[src/rtl/pong_pkg.sv]
// Purpose : shared state encoding and parameter defaults for the pong game controller.
// Latency : n/a (types and constants only).
// Backpressure: n/a.
package pong_pkg;

    typedef enum logic [2:0] {
        ST_IDLE  = 3'd0,
        ST_SERVE = 3'd1,
        ST_PLAY  = 3'd2,
        ST_OVER  = 3'd3
    } pong_state_e;

    localparam int DEF_LIVES        = 3;
    localparam int DEF_SERVE_FRAMES = 120;
    localparam int DEF_OVER_FRAMES  = 180;

endpackage

[src/rtl/pong_game_ctrl_if.sv]
// Purpose : bundles the game controller's frame/button/collision inputs and status outputs.
// Latency : n/a (wiring only).
// Backpressure: none; all inputs are pulses or levels sampled every clk.
// Signals: refr_tick, btn[1:0], hit, miss (to controller);
//          gra_still, ball_reset, score_bcd[7:0], lives[1:0], game_over, state[2:0] (from controller).
interface pong_game_ctrl_if;
    logic       refr_tick;
    logic [1:0] btn;
    logic       hit;
    logic       miss;
    logic       gra_still;
    logic       ball_reset;
    logic [7:0] score_bcd;
    logic [1:0] lives;
    logic       game_over;
    logic [2:0] state;

    // master drives the game events, slave is the controller
    modport master (
        output refr_tick, btn, hit, miss,
        input  gra_still, ball_reset, score_bcd, lives, game_over, state
    );
    modport slave (
        input  refr_tick, btn, hit, miss,
        output gra_still, ball_reset, score_bcd, lives, game_over, state
    );
endinterface

[src/rtl/pong_frame_timer.sv]
// Purpose : 8-bit frame down-counter; load wins over a coincident tick, expire = tick at zero.
// Latency : load visible next cycle; expire_o is combinational from the count and tick_i.
// Backpressure: none.
// Ports: clk, rst (async, active-high), load_i, load_val_i[7:0], tick_i, expire_o.
module pong_frame_timer (
    input  logic       clk,
    input  logic       rst,
    input  logic       load_i,
    input  logic [7:0] load_val_i,
    input  logic       tick_i,
    output logic       expire_o
);

    logic [7:0] cnt_q;
    logic [7:0] cnt_d;

    always_comb begin
        cnt_d = cnt_q;
        if (load_i) begin
            cnt_d = load_val_i;
        end else if (tick_i && (cnt_q != 8'd0)) begin
            cnt_d = cnt_q - 8'd1;
        end
    end

    always_ff @(posedge clk or posedge rst) begin
        if (rst) begin
            cnt_q <= 8'd0;
        end else begin
            cnt_q <= cnt_d;
        end
    end

    // A hold of N therefore spans N+1 ticks: N decrements plus the expiring tick.
    assign expire_o = tick_i && (cnt_q == 8'd0);

endmodule

[src/rtl/pong_game_ctrl.sv]
// Purpose : pong game sequencer (IDLE -> SERVE -> PLAY -> OVER) with BCD score and lives.
// Latency : all outputs registered, one clk after the causing input.
// Backpressure: none; hit/miss/refr_tick are single-cycle pulses consumed when seen.
// Ports: clk, rst (async, active-high), bus (pong_game_ctrl_if.slave).
module pong_game_ctrl
    import pong_pkg::*;
#(
    parameter int LIVES        = DEF_LIVES,
    parameter int SERVE_FRAMES = DEF_SERVE_FRAMES,
    parameter int OVER_FRAMES  = DEF_OVER_FRAMES
) (
    input  logic             clk,
    input  logic             rst,
    pong_game_ctrl_if.slave  bus
);

    pong_state_e state_q, state_d;
    logic [7:0]  score_q, score_d;
    logic [1:0]  lives_q, lives_d;
    logic        gra_still_q, ball_reset_q, game_over_q;
    logic        btn_prev_q;
    logic        btn_any;
    logic        start;
    logic        tmr_load;
    logic [7:0]  tmr_val;
    logic        tmr_expire;

    // Edge register runs in every state, so a button held through OVER
    // is already "seen" when IDLE is entered and cannot restart the game.
    assign btn_any = bus.btn[0] | bus.btn[1];
    assign start   = btn_any & ~btn_prev_q;

    pong_frame_timer u_timer (
        .clk        (clk),
        .rst        (rst),
        .load_i     (tmr_load),
        .load_val_i (tmr_val),
        .tick_i     (bus.refr_tick),
        .expire_o   (tmr_expire)
    );

    always_comb begin
        state_d  = state_q;
        score_d  = score_q;
        lives_d  = lives_q;
        tmr_load = 1'b0;
        tmr_val  = 8'd0;
        case (state_q)
            ST_IDLE: begin
                if (start) begin
                    score_d  = 8'h00;
                    lives_d  = 2'(LIVES);
                    tmr_load = 1'b1;
                    tmr_val  = 8'(SERVE_FRAMES);
                    state_d  = ST_SERVE;
                end
            end
            ST_SERVE: begin
                if (tmr_expire) begin
                    state_d = ST_PLAY;
                end
            end
            ST_PLAY: begin
                // miss has priority: a simultaneous hit is dropped
                if (bus.miss) begin
                    lives_d  = lives_q - 2'd1;
                    tmr_load = 1'b1;
                    if (lives_q == 2'd1) begin
                        tmr_val = 8'(OVER_FRAMES);
                        state_d = ST_OVER;
                    end else begin
                        tmr_val = 8'(SERVE_FRAMES);
                        state_d = ST_SERVE;
                    end
                end else if (bus.hit) begin
                    if (score_q[3:0] == 4'd9) begin
                        score_d[3:0] = 4'd0;
                        score_d[7:4] = (score_q[7:4] == 4'd9) ? 4'd0 : score_q[7:4] + 4'd1;
                    end else begin
                        score_d[3:0] = score_q[3:0] + 4'd1;
                    end
                end
            end
            ST_OVER: begin
                if (tmr_expire) begin
                    state_d = ST_IDLE;
                end
            end
            default: state_d = ST_IDLE;
        endcase
    end

    always_ff @(posedge clk or posedge rst) begin
        if (rst) begin
            state_q      <= ST_IDLE;
            score_q      <= 8'h00;
            lives_q      <= 2'(LIVES);
            btn_prev_q   <= 1'b0;
            gra_still_q  <= 1'b1;
            ball_reset_q <= 1'b1;
            game_over_q  <= 1'b0;
        end else begin
            state_q      <= state_d;
            score_q      <= score_d;
            lives_q      <= lives_d;
            btn_prev_q   <= btn_any;
            // flags follow the state being entered so they line up with state_q
            gra_still_q  <= (state_d != ST_PLAY);
            ball_reset_q <= (state_d != ST_PLAY);
            game_over_q  <= (state_d == ST_OVER);
        end
    end

    assign bus.gra_still  = gra_still_q;
    assign bus.ball_reset = ball_reset_q;
    assign bus.score_bcd  = score_q;
    assign bus.lives      = lives_q;
    assign bus.game_over  = game_over_q;
    assign bus.state      = state_q;

endmodule

[src/flat_wrapper.sv]
// flat-port wrapper written by rule: the top's interface ports become plain ports
module pong_game_ctrl_flat import pong_pkg::*;
#(
    parameter int LIVES        = DEF_LIVES,
    parameter int SERVE_FRAMES = DEF_SERVE_FRAMES,
    parameter int OVER_FRAMES  = DEF_OVER_FRAMES
)
  (clk, rst, bus_refr_tick, bus_btn, bus_hit, bus_miss, bus_gra_still, bus_ball_reset, bus_score_bcd, bus_lives, bus_game_over, bus_state);
  pong_game_ctrl_if bus_i ();
  input  logic clk;
  input  logic rst;
  input wire logic [$bits(bus_i.refr_tick)-1:0] bus_refr_tick;
  input wire logic [$bits(bus_i.btn)-1:0] bus_btn;
  input wire logic [$bits(bus_i.hit)-1:0] bus_hit;
  input wire logic [$bits(bus_i.miss)-1:0] bus_miss;
  output wire logic [$bits(bus_i.gra_still)-1:0] bus_gra_still;
  output wire logic [$bits(bus_i.ball_reset)-1:0] bus_ball_reset;
  output wire logic [$bits(bus_i.score_bcd)-1:0] bus_score_bcd;
  output wire logic [$bits(bus_i.lives)-1:0] bus_lives;
  output wire logic [$bits(bus_i.game_over)-1:0] bus_game_over;
  output wire logic [$bits(bus_i.state)-1:0] bus_state;
  assign bus_i.refr_tick = bus_refr_tick;
  assign bus_i.btn = bus_btn;
  assign bus_i.hit = bus_hit;
  assign bus_i.miss = bus_miss;
  assign bus_gra_still = bus_i.gra_still;
  assign bus_ball_reset = bus_i.ball_reset;
  assign bus_score_bcd = bus_i.score_bcd;
  assign bus_lives = bus_i.lives;
  assign bus_game_over = bus_i.game_over;
  assign bus_state = bus_i.state;
  pong_game_ctrl #(.LIVES(LIVES), .SERVE_FRAMES(SERVE_FRAMES), .OVER_FRAMES(OVER_FRAMES)) u_core (.clk(clk), .rst(rst), .bus(bus_i));
endmodule
[config.mk]
export PLATFORM = sky130hd
export DESIGN_NAME = pong_game_ctrl_flat
export DESIGN_NICKNAME = d
export VERILOG_FILES = /design/src/rtl/pong_pkg.sv /design/src/rtl/pong_game_ctrl_if.sv /design/src/rtl/pong_frame_timer.sv /design/src/rtl/pong_game_ctrl.sv /design/src/flat_wrapper.sv
export SDC_FILE = /design/constraint.sdc
export NUM_CORES = 1
export LEC_CHECK = 0
export ABC_AREA = 1
export CAP_MARGIN = 20
export CORE_ASPECT_RATIO = 1.5
export CORE_UTILIZATION = 48
export CTS_CLUSTER_SIZE = 25
export DETAILED_ROUTE_END_ITERATION = 8
export HOLD_SLACK_MARGIN = 0.02
export PLACE_DENSITY = 0.75
export SLEW_MARGIN = 20
export SYNTH_ARGS = -nofsm -noshare
export SYNTH_HDL_FRONTEND = slang
export SYNTH_SLANG_ARGS = --single-unit
[constraint.sdc]
create_clock -name clk -period 1.26 [get_ports clk]
set_input_delay 0.252 -clock clk [delete_from_list [all_inputs] [get_ports clk]]
set_output_delay 0.252 -clock clk [all_outputs]
set_load 0.03 [all_outputs]
# Word level (Yosys, flattened, before mapping)
# Index checks and enable logic that the tools add are counted.
# word_totals
reg_bits,24
in_bits,7
# op_classes
n_addsub,4
n_eq_ne,13
muxes,25
bitwise,3
reduce_logical,10
# ops
cell,n
$mux 8,7
$pmux 8 s2,2
$mux 3,4
$mux 4,3
$pmux 3 s4,1
$eq 3x2->1 const B,3
$add 4x1->4 const B,2
$eq 4x4->1 const B,2
$logic_not 8->1,1
$reduce_bool 8->1,1
$sub 8x1->8 const B,1
$mux 7,1
$mux 2,3
$ne 2x2->1 const B,3
$reduce_and 5->1,1
$ne 2x1->1 const B,2
$pmux 2 s2,1
$reduce_and 4->1,1
$reduce_bool 2->1,2
$eq 3x1->1 const B,1
$logic_not 3->1,1
$ne 3x2->1 const B,1
$reduce_and 3->1,1
$eq 2x1->1 const B,1
7 further kinds,9

# Longest topological paths before layout
# Gate-level depths: netlist (run 1).
# logic_depth
ltp_word,6
ltp_mapped,9
ltp_nobuf,9

# Modules after synthesis
# Synthesis (run 1) repeated with hierarchy kept, for this count alone.
# hier_totals
hier_cells,202
area_unflattened_um2,1468.9
# by_module_without_submodules
mod,n_inst,cells_per_inst,area_each_um2
pong_game_ctrl,1,116,899.6
pong_frame_timer,1,86,569.3

# Worst setup path after synthesis (run 1)
# No wires, ideal clock.
# synth_path
path_type,reg2reg
start,"register u_core.state_q[2], in the netlist u_core.bus.state[2]"
end,register u_core.u_timer.cnt_q[7]
setup_ns,0.117
t_arrival_ns,1.296
required_time_ns,1.143
path_slack_ns,-0.153
stages_incl_launch_ff,9
n_path_buf,0
cell_sequence,dfrtp_1 nor2_4 nand3_1 nand2_2 inv_4 nand2_4 nand2_2 nor2_1 nor2_1
# synth_via
elab_chain_len,3
elab_cells_between_ends,6
classes_between,eq/ne (1); mux (3); reduce/logical (2)
# synth_lines
element,line_no,rtl
from (decl),pong_game_ctrl.sv:17,"pong_state_e state_q, state_d;"
from (signal assigned),pong_game_ctrl.sv:103,state_q <= state_d;
$eq 3x2->1 or $logic_not 3->1 (tied branches),pong_game_ctrl.sv:48,case (state_q)
$pmux 8 s2 or $pmux 1 s2 (tied branches),pong_game_ctrl.sv:48,
$mux 8 or $reduce_bool 2->1 (tied branches),--,
to (signal assigned),pong_frame_timer.sv:30,cnt_q <= cnt_d;
to (decl),pong_frame_timer.sv:14,logic [7:0] cnt_q;
# Several ways; a longest one is shown, not always the timed one.
# A chain may end at the register's enable or synchronous reset.

# Worst setup path after layout (run 1)
# layout_path
start,"register u_core.state_q[0], in the netlist u_core.bus.state[0]"
end,register u_core.u_timer.cnt_q[7]
# Same word-level chain as after synthesis.

==> results by group, run 1 <==
Clock tree
  • CTS tree: yes
  • CTS H-tree depth: 1
  • Clk buf depth: 2
  • Clock slew at reported path FFs: approximately 0.090 ns
  • Clk Latency, worst-skew pair: approximately 0.27 ns
  • Cts bufs inserted: 3
  • Clk root buf: clkbuf_8
  • Clock sink count: 24

Global routing
  • Global-route wire length before repair: between 6000 and 7000 µm
  • Largest net degree at the start of global routing: 25
  • Grt ovf: 0
  • GRT Total Usage: 26.70%
  • Initial antenna violation count: 0
  • Vias in the first global route: between 1,500 and 2,000

Logic synthesis
  • FF+latch count, synth: 24
  • Synthesized area per cell: around 7.6 µm²
  • Most frequent cell after synthesis: nand2_1
  • Most used DFF post-synth: dfrtp_1
  • Fraction of registers with async set/reset: 100.0%
  • Synthesized area: 1451 µm²
  • Post-synth top area cell: dfrtp_1
  • Post-synthesis sequential area ratio: between 40% and 50%
  • Mapped Nets: about 210
  • Mapped Cells: roughly 190
  • Cell variety after synth: 27
  • Post-synth top area share: between 30% and 40%
  • Top post-synthesis cells by area: dfrtp_1, nand2_1, nor2_1
  • Synth cell count leaders: nand2_1, nor2_1, inv_1
  • Post-synth EDFFs: 0
  • Ys Warns: 0

Cells and area
  • Multi-input gate area: between 800 and 900 µm²
  • Layout cell share with drive strength beyond 1: between 40% and 50%
  • Fillers: between 200 and 250
  • P&R area growth vs syn: 54.22%
  • # diodes: 0
  • Reg area: about 610 µm²
  • Final Util: between 70 and 80%
  • Nets: 270

Detailed routing
  • Post-DRT Antenna Nets: 0
  • Detailed Route WL: approximately 4100 µm
  • DRC Markers: 0
  • TritonRoute pass-1 iters: 4
  • Vias post-DR: 1,516
  • Vias per inst: slightly above 5
  • 1st-iter DRT viols: between 50 and 60
  • WL per Instance: about 14 µm

Timing
  • Final Hold Vio Count: 0
  • # setup viols final: 17
  • RSZ-0062 raised after global routing: true
  • Clk_skew: between 0.003 and 0.004 ns
  • Fmax: slightly above 700 MHz
  • Slew Viols, Final: 0
  • Final worst-path cycle share: 110.0%
  • Hold Slack: between 0.2 and 0.3 ns
  • Final worst setup slack: -0.1262 ns
  • Clock period minus worst slack: between 1 and 1.5 ns
  • Final TNS setup: -1.270 ns

Job
  • Max-cap violations: 0

Worst hold path
  • Hold Path Class: in -> async

Critical path
  • Critical path data arrival time: about 1.6 ns
  • R2R Path Start: u_core.bus.state[0]$_DFF_PP0_
  • Setup crit end kind: flip-flop
  • R2R Setup Slk: -0.13 ns
  • Nature of the critical path startpoint: flip-flop
  • R2R Path End: u_core.u_timer.cnt_q[7]$_DFFE_PP0P_
  • Crit Path Class: reg -> reg
  • R2R cell count: 8
  • Crit path max fanout: 7
  • Worst EP required: between 1 and 1.5 ns

Floorplan
  • Row cnt: 24
  • Initial core utilization: 50.35%
  • DIE AREA: 3252 µm²
  • Die W: 46.90 µm
  • Die Y: about 69 µm
  • Core Area: just under 3000 µm²
  • Ports: 23

Power and ir drop
  • Pleak: ~1.1 nW
  • Cell Pwr Density: between 1000 and 1500 nW/µm²
  • Worst vdd rail ir drop: 0.7845 mV

Status
  • Status: finished, violations left
  • Violated checks: setup timing

Placement
  • Port buffer count: 22
  • Routability cong.: between 0.9 and 1
  • Hpwl dp: around 2900 µm
## through the flow
step,power (mW),cell area (µm²),setup WS (ns),cells
global placement,1.862,1963,-0.2306,283
floorplan,1.450,1489,-0.05619,191
detailed placement,1.911,1963,-0.3077,283
CTS,2.586,2166,-0.09012,291
global route,2.813,2238,-0.2313,294
finish,2.650,2238,-0.1262,294
## area by class of cell
cell class	instances	area share [%]
Clock buffer	4	2.459
Tap cell	39	2.180
Sequential cell	24	27.45
Inverter	28	5.143
Timing Repair Buffer	61	23.53
Multi-Input combinational cell	138	39.24
## cells by family after synthesis
| group | Yosys count | synth area share, % |
|---|---|---|
| simple gates | 109 | 35.26 |
| buf+inv | 29 | 7.932 |
| flops | 24 | 41.64 |
| compound gates | 18 | 7.070 |
| fa+ha+maj | 7 | 6.034 |
| xor+xnor | 3 | 1.811 |
| other cells | 1 | 0.2584 |
## report_power, final
group | total (mW) | switching, mW | internal (mW)
clock | 0.536 | 0.257 | 0.279
sequential | 0.980 | 0.0917 | 0.888
combinational | 1.13 | 0.586 | 0.548
total | 2.65 | 0.935 | 1.72
## cell usage in the layout (no fill, tap or decap), drive strengths merged, types with 4 or more instances in the layout
| master | synthesis | final |
|---|---|---|
| nand2 | 52 | 52 |
| dfrtp | 21 | 21 |
| inv | 28 | 28 |
| clkdlybuf4s50 | 0 | 6 |
| nor3 | 4 | 4 |
| clkbuf | 0 | 4 |
| nand3 | 16 | 16 |
| nor2 | 32 | 32 |
| o21ai | 14 | 14 |
| buf | 1 | 55 |
| ha | 7 | 7 |
## repair_timing
action / CTS / global route
setup buffers: 4 / 3
pin swaps: 15 / 10
setup endpoints to repair: 24 / 28
hold buffers: 0 / 0
gates resized for setup: 38 / 16
## metal layers
metal	vias to the layer above	routed length [µm]	GRT usage, %
met1	750	1453	23.98
met2	30	2452	53.24
met4	0	61	9.841
met5	-	0	0
met3	6	87	3.385
li1	730	-	-
## worst max-delay path by stage
stage / startpoint / endpoint / slack [ns] / cells after the start
6_report: u_core.bus.state[0]$_DFF_PP0_ / u_core.u_timer.cnt_q[7]$_DFFE_PP0P_ / -0.13 / 8
5_1_grt: u_core.bus.state[0]$_DFF_PP0_ / u_core.u_timer.cnt_q[7]$_DFFE_PP0P_ / -0.23 / 8
2_1_floorplan: u_core.bus.state[0]$_DFF_PP0_ / u_core.u_timer.cnt_q[7]$_DFFE_PP0P_ / -0.06 / 8
3_5_place_dp: bus_btn[0] / u_core.u_timer.cnt_q[7]$_DFFE_PP0P_ / -0.31 / 10
4_1_cts: u_core.bus.state[2]$_DFF_PP0_ / u_core.bus.score_bcd[1]$_DFFE_PP0P_ / -0.09 / 8
3_3_place_gp: bus_btn[0] / u_core.u_timer.cnt_q[7]$_DFFE_PP0P_ / -0.23 / 10
## worst max-delay path, stage by stage, from the launching register on
cell and delay (ns):
dfrtp_2 0.43, nor2_4 0.19, nand3_2 0.14, nand2_4 0.14, inv_6 0.06, nand2_4 0.10
nand2_2 0.05, nor2_1 0.11, nor2_1 0.06
## sequential cells by signal, indices dropped and copies added, names as in the netlist
register	flops
u_core.bus.score_bcd	8
u_core.u_timer.cnt_q	8
u_core.bus.state	3
u_core.bus.lives	2
u_core.btn_prev_q	1
u_core.bus.game_over	1
u_core.bus.gra_still	1
No activity file was read; power rests on OpenSTA's default activity.
==> run 2, diff against run 1 <==
Settings changed: MAX_ROUTING_LAYER from default to met4.
==> run 2 against run 1 <==
The run still ends with setup timing left; register-to-register slack is essentially flat; flip-flop and latch count is the same; total power grew 4.8%.
==> results by group, run 2 (same netlist as run 1, synthesis figures left out) <==
Floorplan
  • Die W: between 40 and 50 µm
  • Initial core utilization: between 50% and 60%
  • Ports: 23
  • Row cnt: 24
  • DIE AREA: between 3000 and 4000 µm²
  • Core Area: approximately 2900 µm²
  • Die Y: 69.35 µm

Placement
  • Port buffer count: 22
  • Pre-CTS setup slack: -0.3254 ns
  • Hpwl dp: roughly 2800 µm
  • Routability cong.: slightly below 1
  • Placed Area: approximately 2000 µm²
  • Post-Place Cells: 282

Detailed routing
  • Detailed Route WL: 4274 µm
  • Post-DRT Antenna Nets: 0
  • 1st-iter DRT viols: 41
  • TritonRoute pass-1 iters: 4
  • Vias post-DR: ~1,500
  • Vias per inst: 5.054
  • DRC Markers: 0
  • WL per Instance: 14.39 µm

Clock tree
  • CTS tree: yes
  • Clk Latency, worst-skew pair: 0.26 ns
  • Clock slew at reported path FFs: 0.09 ns
  • Cts bufs inserted: 3
  • Clk buf depth: 2
  • CTS H-tree depth: 1
  • Clk root buf: clkbuf_8
  • Clock sink count: 24

Power and ir drop
  • Pleak: 1.139 nW
  • Cell Pwr Density: ~1200 nW/µm²
  • Worst vdd rail ir drop: 0.9111 mV
  • Final Power: 2.777 mW

Status
  • Violated checks: setup timing
  • Status: finished, violations left

Critical path
  • Crit Path Class: reg -> reg
  • CP most frequent cell: nand2_1
  • Nature of the critical path startpoint: flip-flop
  • R2R Setup Slk: -0.12 ns
  • Critical path data arrival time: approximately 1.6 ns
  • CP Cell Sequence: nor2_4, nand2_2, buf_4, o21ai_2, inv_1, o21ai_1, nand2_1, nand2_1
  • Setup crit end kind: flip-flop
  • Worst EP required: approximately 1.5 ns
  • Crit path max fanout: 4
  • Delay of the slowest critical-path stage: about 0.43 ns
  • Slowest CP cell: dfrtp_2

Timing
  • Final Hold Vio Count: 0
  • RSZ-0062 raised after global routing: true
  • Hold Slack: between 0.3 and 0.4 ns
  • Final worst-path cycle share: 109.7%
  • Fmax: roughly 720 MHz
  • Final TNS setup: -1.670 ns
  • Final worst setup slack: -0.1217 ns
  • # setup viols final: 23
  • Slew Viols, Final: 0
  • Clk_skew: ~0.0017 ns
  • Clock period minus worst slack: 1.382 ns

Cells and area
  • Post-Layout Cell Count: 297
  • P&R area growth vs syn: 59.14%
  • Fillers: 194
  • Final Util: 80.12%
  • Nets: ~270
  • Layout cell share with drive strength beyond 1: a little over half
  • # diodes: 0
  • Cell area after layout: between 2000 and 2500 µm²
  • Commonest non-fill, non-tap cell in the layout: buf_4
  • Most frequent cells in the layout: buf_4, nand2_1, nor2_1

Global routing
  • Global-route wire length before repair: 6361 µm
  • Initial antenna violation count: 0
  • Vias in the first global route: 1,594
  • GRT Total Usage: roughly 27%
  • Grt ovf: 0
  • Largest net degree at the start of global routing: 25

Job
  • Max-cap violations: 0

Worst hold path
  • Hold Path Class: in -> async
run 2: cell count changes in the layout (fill, tap and decap cells not counted), sizes merged:
cell and change:
buf +3
run 2: what timing repair did:
item	4_1_cts	5_1_grt
pin swaps	6	15
setup endpoints to repair	22	28
hold buffers	0	0
setup buffers	7	4
resized for setup	33	30
run 2: cell type report:
cell class	instances	area, µm²	share of cell area, %
clock buffers	4	55.05	2.384
flip-flops and latches	24	614.3	26.60
repair buffers	64	545.5	23.62
multi-input cells	138	933.4	40.41
inverters	28	112.6	4.875
well taps	39	48.80	2.113
run 2: path summary, 6_finish.rpt:
check                                           startpoint                                   to  cells after the start
max in group asynchronous                              rst       u_core.bus.gra_still$_DFF_PP1_                      3
hold reg to reg            u_core.bus.lives[1]$_DFFE_PP1P_      u_core.bus.lives[1]$_DFFE_PP1P_                      2
setup reg to reg             u_core.bus.state[0]$_DFF_PP0_  u_core.u_timer.cnt_q[3]$_DFFE_PP0P_                      8
hold / removal                                         rst  u_core.bus.score_bcd[6]$_DFFE_PP0P_                      3
setup / recovery             u_core.bus.state[0]$_DFF_PP0_  u_core.u_timer.cnt_q[3]$_DFFE_PP0P_                      8
min in group clk           u_core.bus.lives[1]$_DFFE_PP1P_      u_core.bus.lives[1]$_DFFE_PP1P_                      2
run 2: power breakdown:
group | total, mW | internal [mW] | leakage [nW] | switching (mW)
sequential | 0.995 | 0.888 | 0.288 | 0.107
clock | 0.527 | 0.279 | 0.0288 | 0.248
combinational | 1.26 | 0.594 | 0.822 | 0.662
run 2: worst max-delay path, delay by kind of cell (launching register included):
| kind | cells | cell delay [ns] |
|---|---|---|
| and+or+nand+nor | 4 | 0.47 |
| DFF | 1 | 0.43 |
| buffers and inverters | 2 | 0.21 |
| AOI/OAI and AO/OA | 2 | 0.21 |
run 2: per-layer routing:
metal	routed length (µm)	share of wire, %	track usage, %
met3	89	2.1	2.865
met2	2634	62	52.16
met4	119	2.8	9.841
met1	1430	33	24.66
met5	0	0	-
